[config.mk]
export PLATFORM = sky130hd
export DESIGN_NAME = fwd_ctrl
export DESIGN_NICKNAME = d
export VERILOG_FILES = /design/src/rtl/fwd_ctrl.sv
export SDC_FILE = /design/constraint.sdc
export NUM_CORES = 1
export LEC_CHECK = 0
export ABC_AREA = 1
export BUFFER_PORTS_ARGS = -buffer_cell sky130_fd_sc_hd__buf_2
export CELL_PAD_IN_SITES_DETAIL_PLACEMENT = 0
export CELL_PAD_IN_SITES_GLOBAL_PLACEMENT = 2
export CORE_UTILIZATION = 23
export DETAILED_ROUTE_END_ITERATION = 12
export GPL_TIMING_DRIVEN = 0
export PLACE_DENSITY_LB_ADDON = 0.1
export SLEW_MARGIN = 20
export SYNTH_ARGS = -nofsm -noshare
export SYNTH_HDL_FRONTEND = slang
export SYNTH_SLANG_ARGS = --single-unit
export TNS_END_PERCENT = 5
[constraint.sdc]
create_clock -name clock -period 1.37 [get_ports clock]
set_clock_uncertainty 0.2 [all_clocks]
set_input_delay 0.0685 -clock clock [delete_from_list [all_inputs] [get_ports clock]]
set_output_delay 0.0685 -clock clock [all_outputs]
set_load 0.01 [all_outputs]
[src/rtl/fwd_ctrl.sv]
// Forwarding/hazard control for the 16-bit MIPS pipeline: EX-stage operand selects
// and load-use stall. Optional perf counters behind macro FWD_PERF_EN.
module fwd_ctrl #(
  parameter int REG_AW       = 3,
  parameter bit R0_HARDWIRED = 1'b1
) (
  input  logic              clock,
  input  logic              reset_n,
  input  logic              hold,
  input  logic              flush,
  input  logic              id_valid,
  input  logic [REG_AW-1:0] id_rs,
  input  logic [REG_AW-1:0] id_rt,
  input  logic              id_uses_rs,
  input  logic              id_uses_rt,
  input  logic [REG_AW-1:0] id_rd,
  input  logic              id_regwrite,
  input  logic              id_memread,
  output logic              stall,
  output logic [1:0]        fwd_a,
  output logic [1:0]        fwd_b
`ifdef FWD_PERF_EN
  ,
  output logic [15:0]       stall_cnt,
  output logic [15:0]       fwd_cnt
`endif
);

  typedef struct packed {
    logic              valid;
    logic [REG_AW-1:0] rd;
    logic              regwrite;
    logic              memread;
  } sb_t;

  localparam logic [1:0] SEL_RF  = 2'b00;
  localparam logic [1:0] SEL_ALU = 2'b01;
  localparam logic [1:0] SEL_MEM = 2'b10;

  sb_t        ex_q, ex_d, mem_q, mem_d;
  logic [1:0] fwd_a_q, fwd_a_d, fwd_b_q, fwd_b_d;
  logic [1:0] sel_a, sel_b;
  logic       ex_wr, mem_wr, hit_ex_a, hit_ex_b, hit_mem_a, hit_mem_b, id_live;

  function automatic logic is_writer(input sb_t e);
    return e.valid & e.regwrite & (!R0_HARDWIRED || (e.rd != '0));
  endfunction

  always_comb begin
    ex_wr     = is_writer(ex_q);
    mem_wr    = is_writer(mem_q);
    hit_ex_a  = id_uses_rs & ex_wr  & (ex_q.rd  == id_rs);
    hit_ex_b  = id_uses_rt & ex_wr  & (ex_q.rd  == id_rt);
    hit_mem_a = id_uses_rs & mem_wr & (mem_q.rd == id_rs);
    hit_mem_b = id_uses_rt & mem_wr & (mem_q.rd == id_rt);
    stall     = id_valid & ~flush & ex_wr & ex_q.memread & (hit_ex_a | hit_ex_b);
    id_live   = id_valid & ~flush & ~stall;
    // Nearer producer (EX) wins over MEM.
    sel_a     = hit_ex_a ? SEL_ALU : (hit_mem_a ? SEL_MEM : SEL_RF);
    sel_b     = hit_ex_b ? SEL_ALU : (hit_mem_b ? SEL_MEM : SEL_RF);

    ex_d    = ex_q;
    mem_d   = mem_q;
    fwd_a_d = fwd_a_q;
    fwd_b_d = fwd_b_q;
    if (!hold) begin
      mem_d   = ex_q;
      ex_d    = '{valid: id_live, rd: id_rd, regwrite: id_regwrite, memread: id_memread};
      fwd_a_d = id_live ? sel_a : SEL_RF;
      fwd_b_d = id_live ? sel_b : SEL_RF;
    end
  end

  always_ff @(posedge clock) begin
    if (!reset_n) begin
      ex_q    <= '0;
      mem_q   <= '0;
      fwd_a_q <= SEL_RF;
      fwd_b_q <= SEL_RF;
    end else begin
      ex_q    <= ex_d;
      mem_q   <= mem_d;
      fwd_a_q <= fwd_a_d;
      fwd_b_q <= fwd_b_d;
    end
  end

  assign fwd_a = fwd_a_q;
  assign fwd_b = fwd_b_q;

`ifdef FWD_PERF_EN
  logic [15:0] stall_cnt_q, stall_cnt_d, fwd_cnt_q, fwd_cnt_d;

  // Both counters saturate rather than wrap.
  always_comb begin
    stall_cnt_d = stall_cnt_q;
    fwd_cnt_d   = fwd_cnt_q;
    if (stall && !hold && stall_cnt_q != 16'hFFFF)
      stall_cnt_d = stall_cnt_q + 16'd1;
    if (!hold && ((fwd_a_d != SEL_RF) || (fwd_b_d != SEL_RF)) && fwd_cnt_q != 16'hFFFF)
      fwd_cnt_d = fwd_cnt_q + 16'd1;
  end

  always_ff @(posedge clock) begin
    if (!reset_n) begin
      stall_cnt_q <= '0;
      fwd_cnt_q   <= '0;
    end else begin
      stall_cnt_q <= stall_cnt_d;
      fwd_cnt_q   <= fwd_cnt_d;
    end
  end

  assign stall_cnt = stall_cnt_q;
  assign fwd_cnt   = fwd_cnt_q;
`endif

endmodule

## Yosys cells after proc, flatten, opt, wreduce, memory -nomap -nowiden

Cells that the tools add are included.

- Bitwise logic cells: 20
- Equal/unequal tests: 4
- Multiplexer cells: 6
- Reductions and logical operators: 2

Operators with widths:

| cell | number |
|---|---|
| $and 1x1->1 | 17 |
| $eq 3x3->1 | 4 |
| $mux 2 | 6 |
| $reduce_bool 3->1 | 2 |
| $not 1->1 | 2 |
| $or 1x1->1 | 1 |

- Input bits: 18
- Bits in registers: 15
- Output and inout bits: 5

## Logic depth before layout (Yosys ltp)

- Depth in word-level cells: 9
- Gate-level depth with buffers: 9
- Gate-level depth less buffers: 9

## Worst setup path before layout

Ideal clock, no wire load.

- Path kind: register to register
- Start: reg ex_q[3] in the netlist's numbering
- End: reg fwd_a_q[0], in the netlist fwd_a[0]
- Library setup time: 118 ps
- Data arrival time: 954 ps
- Path buffers: 0
- Setup slack: 98 ps
- Required time: 1052 ps
- Cell stages (with the launch flop): 8
- Clock period less this slack: 1272 ps
- Cells stage by stage: dfxtp_1 -> nor2_1 -> nand2_1 -> nand3_2 -> nor3_2 -> nand2_2 -> nand3_1 -> a21oi_1

- Longest elaborated chain between the ends: 9
- Elaborated cells between the ends (all ways): 16
- Classes of those cells: 2 x eq/ne; 2 x mux; 11 x bitwise; 1 x reduce/logical

Ends and longest elaborated chain:

| item | RTL line | text |
|---|---|---|
| from (decl) | 40 | `sb_t ex_q, ex_d, mem_q, mem_d;` |
| from (signal assigned) | 76 | `ex_q <= '0;` |
| from (signal assigned) | 81 | `ex_q <= ex_d;` |
| $reduce_bool 3->1 | 46 | `return e.valid & e.regwrite & (!R0_HARDWIRED \|\| (e.rd != '0));` |
| $and 1x1->1 | 46 |  |
| $and 1x1->1 (on tied branches) (2 in series) | 52, 53 |  |
| $or 1x1->1 | 56 | `stall = id_valid & ~flush & ex_wr & ex_q.memread & (hit_ex_a \| hit_ex_b);` |
| $and 1x1->1 | 56 |  |
| $not 1->1 | 57 | `id_live = id_valid & ~flush & ~stall;` |
| $and 1x1->1 | 57 |  |
| $mux 2 * | 69 | `fwd_a_d = id_live ? sel_a : SEL_RF;` |
| to (signal assigned) | 83 | `fwd_a_q <= fwd_a_d;` |
| to (decl) | 41 | `logic [1:0] fwd_a_q, fwd_a_d, fwd_b_q, fwd_b_d;` |

Mark *: on every way between the ends. The rest lies on a longest branch, timed or not.
A chain may end at the register's enable or synchronous reset.

## Worst setup path in the final report

- Start: reg ex_q[2] in the netlist's numbering
- End: out stall

- Longest elaborated chain between the ends: 6
- Elaborated cells between the ends (all ways): 12
- Classes of those cells: 2 x eq/ne; 9 x bitwise; 1 x reduce/logical

Ends and longest elaborated chain:

| item | RTL line | text |
|---|---|---|
| $reduce_bool 3->1 | 46 |  |
| $and 1x1->1 | 46 |  |
| $and 1x1->1 (on tied branches) (2 in series) | 52, 53 |  |
| $or 1x1->1 | 56 |  |
| $and 1x1->1 * | 56 |  |
| to (decl) | 19 | `output logic stall,` |

Marked as above.

==> out/metrics.cfg <==
[critical_path]
endpoint_kind=primary output
worstPathArrival_ns=1.36
path_common_cell=nand2_2
critPathMaxStageDelay_ns=0.39
cp_top_family=simple AND/OR/NAND/NOR gates
slowest_stage=dfxtp_4
crit_buf_inv=3
path_cells=inv_4 -> nand2_2 -> nand2_2 -> nor2_4 -> nand3_2 -> nand2_2 -> nand2_2 -> inv_1 -> buf_2
r2r_start=ex_q[2]$_SDFFE_PN0N_
worstSetupPathType=register to primary output
cp_data_required_time_ns=1.10
critPathLaunchType=register
regToRegSetupSlack_ns=-0.23
r2r_end=fwd_a[1]$_SDFFE_PN0N_
cp_max_fo=5
reg2regPathDepth=11

[run]
maxCapViolCount=0

[route]
drt_first_pass_iters=4
wire_per_inst_um=10.6
drtIter0Drc=60
drc=0
antenna_left=0
finalWirelength_mm=2.37
via_per_inst=4.30
dr_total_vias=964

[place]
portBuffers=22
gp_routability_congestion=0.760
placed_cell_area_mm2=0.00100
hpwl_mm=1.74

[power_and_ir_drop]
p_sw_frac=0.304
combPwrFrac=0.210
intPower_mw=0.658
p_seq_frac=0.507
p_leak_nw=0.572
ir_worst_vdd_mv=0.359
clkPwrFrac=0.283
powerDensity_mw_per_mm2=769
p_switching_mw=0.287

[layout]
final_core_util=0.360
fill_cells=402
regArea_um2=314
nNetsFinal=197
antenna_cells=0
drive_above_1_share=0.348
multi_input_area_um2=518
fin_area_mm2=0.00123
area_growth_pct=46.8

[yosys]
yosysWarningCount=0
synth_seq_area_share=0.359
synthCells=139
syn_nets=157
postSynthAreaPerCell_um2=6.02
synth.distinct_cells=15
ys_ff_latch=15
synth_area_um2=837

[run_status]
status=complete, but fails checks
violations=setup timing

[worst_hold_path]
worstHoldStart=flush
hold_depth=6
hold_end=ex_q[5]$_SDFFE_PN0N_
hp-class=input port to register

[die]
coreArea_mm2=0.00342
die_w_um=62.3
start_util=0.245
dieHeight_um=62.3
io_pins=23
die_area_mm2=0.00388
num_rows=21

[grt]
grt_usage=0.129
grt_pass1_vias=855
overflow=0
grt_pass1_wl_mm=3.91
antenna_found_initial=0
grt_max_degree=11

[sta]
setup_viol_count_final=6
worst_pin_slew_ns=0.407
setup_slack_ns=-0.258
rsz0062_at_grt=true
holdWs_ns=0.0464
post-route-period-util=1.19
fmax_mhz=614
final-hold-violation-count=0
relSlewSlack=0.728
period_minus_slack_ns=1.63
slew_viol_final=0

[clock_tree]
clockBufferDepth=2
h-tree-depth=1
clk-insertion-delay-late_ns=0.29
clkSinkCount=15
cts_tree=done
root_buffer=clkbuf_4
path_clk_slew_ns=0.10
numCtsBuffers=3

[power groups by stage]
stage	combinational (mW)	sequential (mW)	clock [mW]
2_1_floorplan	0.0999	0.482	0
3_3_place_gp	0.155	0.488	0
3_5_place_dp	0.155	0.488	0
4_1_cts	0.181	0.478	0.273
5_1_grt	0.226	0.483	0.303
6_report	0.199	0.479	0.268
[repair_timing]
action,4_1_cts,5_1_grt
gates resized for setup,8,22
endpoints found under the hold margin,13,0
pin swaps,4,7
hold buffers,8,0
endpoints found under the setup margin,6,9
buffers inserted,3,2
[sequential cells by signal, indices dropped and copies added, names as in the netlist]
signal / cells
fwd_b: 2
ex_q: 6
fwd_a: 2
mem_q: 5
[through the flow]
| step | worst slack, ns | power, mW | setup TNS, ns | std cells |
|---|---|---|---|---|
| detailed placement | -0.109 | 0.643 | -0.502 | 207 |
| CTS | -0.258 | 0.932 | -0.884 | 222 |
| finish | -0.258 | 0.945 | -1.31 | 224 |
| floorplan | 0.0984 | 0.582 | 0 | 139 |
| global placement | -0.0887 | 0.642 | -0.433 | 207 |
| global route | -0.348 | 1.01 | -1.83 | 224 |
[synthesized netlist by cell type (all sizes together)]
library cell	number	area, µm²
nor3	1	10.0
a21oi	13	65.1
buf	1	7.51
nor2	25	104
nand3	9	50.1
dfxtp	15	300
inv	16	60.1
clkbuf	2	7.51
nand3b	1	7.51
nand2	46	175
o21ai	10	50.1
[worst max-delay path by stage]
stage,from,end,slack [ns],depth (start not counted)
finish,ex_q[2]$_SDFFE_PN0N_,stall,-0.26,9
global route,ex_q[3]$_SDFFE_PN0N_,stall,-0.35,7
CTS,ex_q[4]$_SDFFE_PN0N_,stall,-0.26,9
detailed placement,ex_q[3]$_SDFFE_PN0N_,fwd_b[0]$_SDFFE_PN0N_,-0.11,7
global placement,ex_q[2]$_SDFFE_PN0N_,fwd_b[0]$_SDFFE_PN0N_,-0.09,9
floorplan,ex_q[3]$_SDFFE_PN0N_,fwd_a[0]$_SDFFE_PN0N_,0.1,7
[routing by layer]
| metal | global-route usage | part of all wire |
|---|---|---|
| met3 | 0.0239 | 0.039 |
| met2 | 0.207 | 0.45 |
| met5 | 0 | 0 |
| met1 | 0.166 | 0.49 |
| met4 | 0.0610 | 0.022 |
[cell type report]
class | count | area share
plain buffers | 3 | 0.0132
clock buffers | 4 | 0.0214
inverters | 16 | 0.0530
multi-input cells | 105 | 0.422
flip-flops and latches | 15 | 0.256
well taps | 46 | 0.0468
repair buffers | 35 | 0.188
[cells in the final DEF, fill, tap and decap left out]
cell type	n
nor3_2	1
a21oi_2	1
inv_2	1
dlygate4sd3_1	8
dfxtp_4	3
clkbuf_1	2
dfxtp_2	2
dfxtp_1	10
o21ai_0	10
nand2_1	36
nand3_1	5
buf_2	22
buf_4	5
clkbuf_2	1
nor2_4	2
nor2_2	4
inv_4	2
nand3b_1	1
nand2_2	10
nor2_1	19
clkbuf_4	3
buf_6	1
nand3_2	4
a21oi_1	12
inv_1	13
[worst min-delay path: cells and delay by family]
family | cells | cell delay (ns)
simple gates | 3 | 0.28
buf+inv | 2 | 0.10
compound gates | 1 | 0.05
[cell families after synthesis]
logic type / Yosys count / synth area share
flip-flops: 15 / 0.359
AND/OR/NAND/NOR: 82 / 0.414
AO/OA/AOI/OAI: 23 / 0.138
buffers and inverters: 19 / 0.0897
Note: power is estimated with default switching activity, not from simulation.
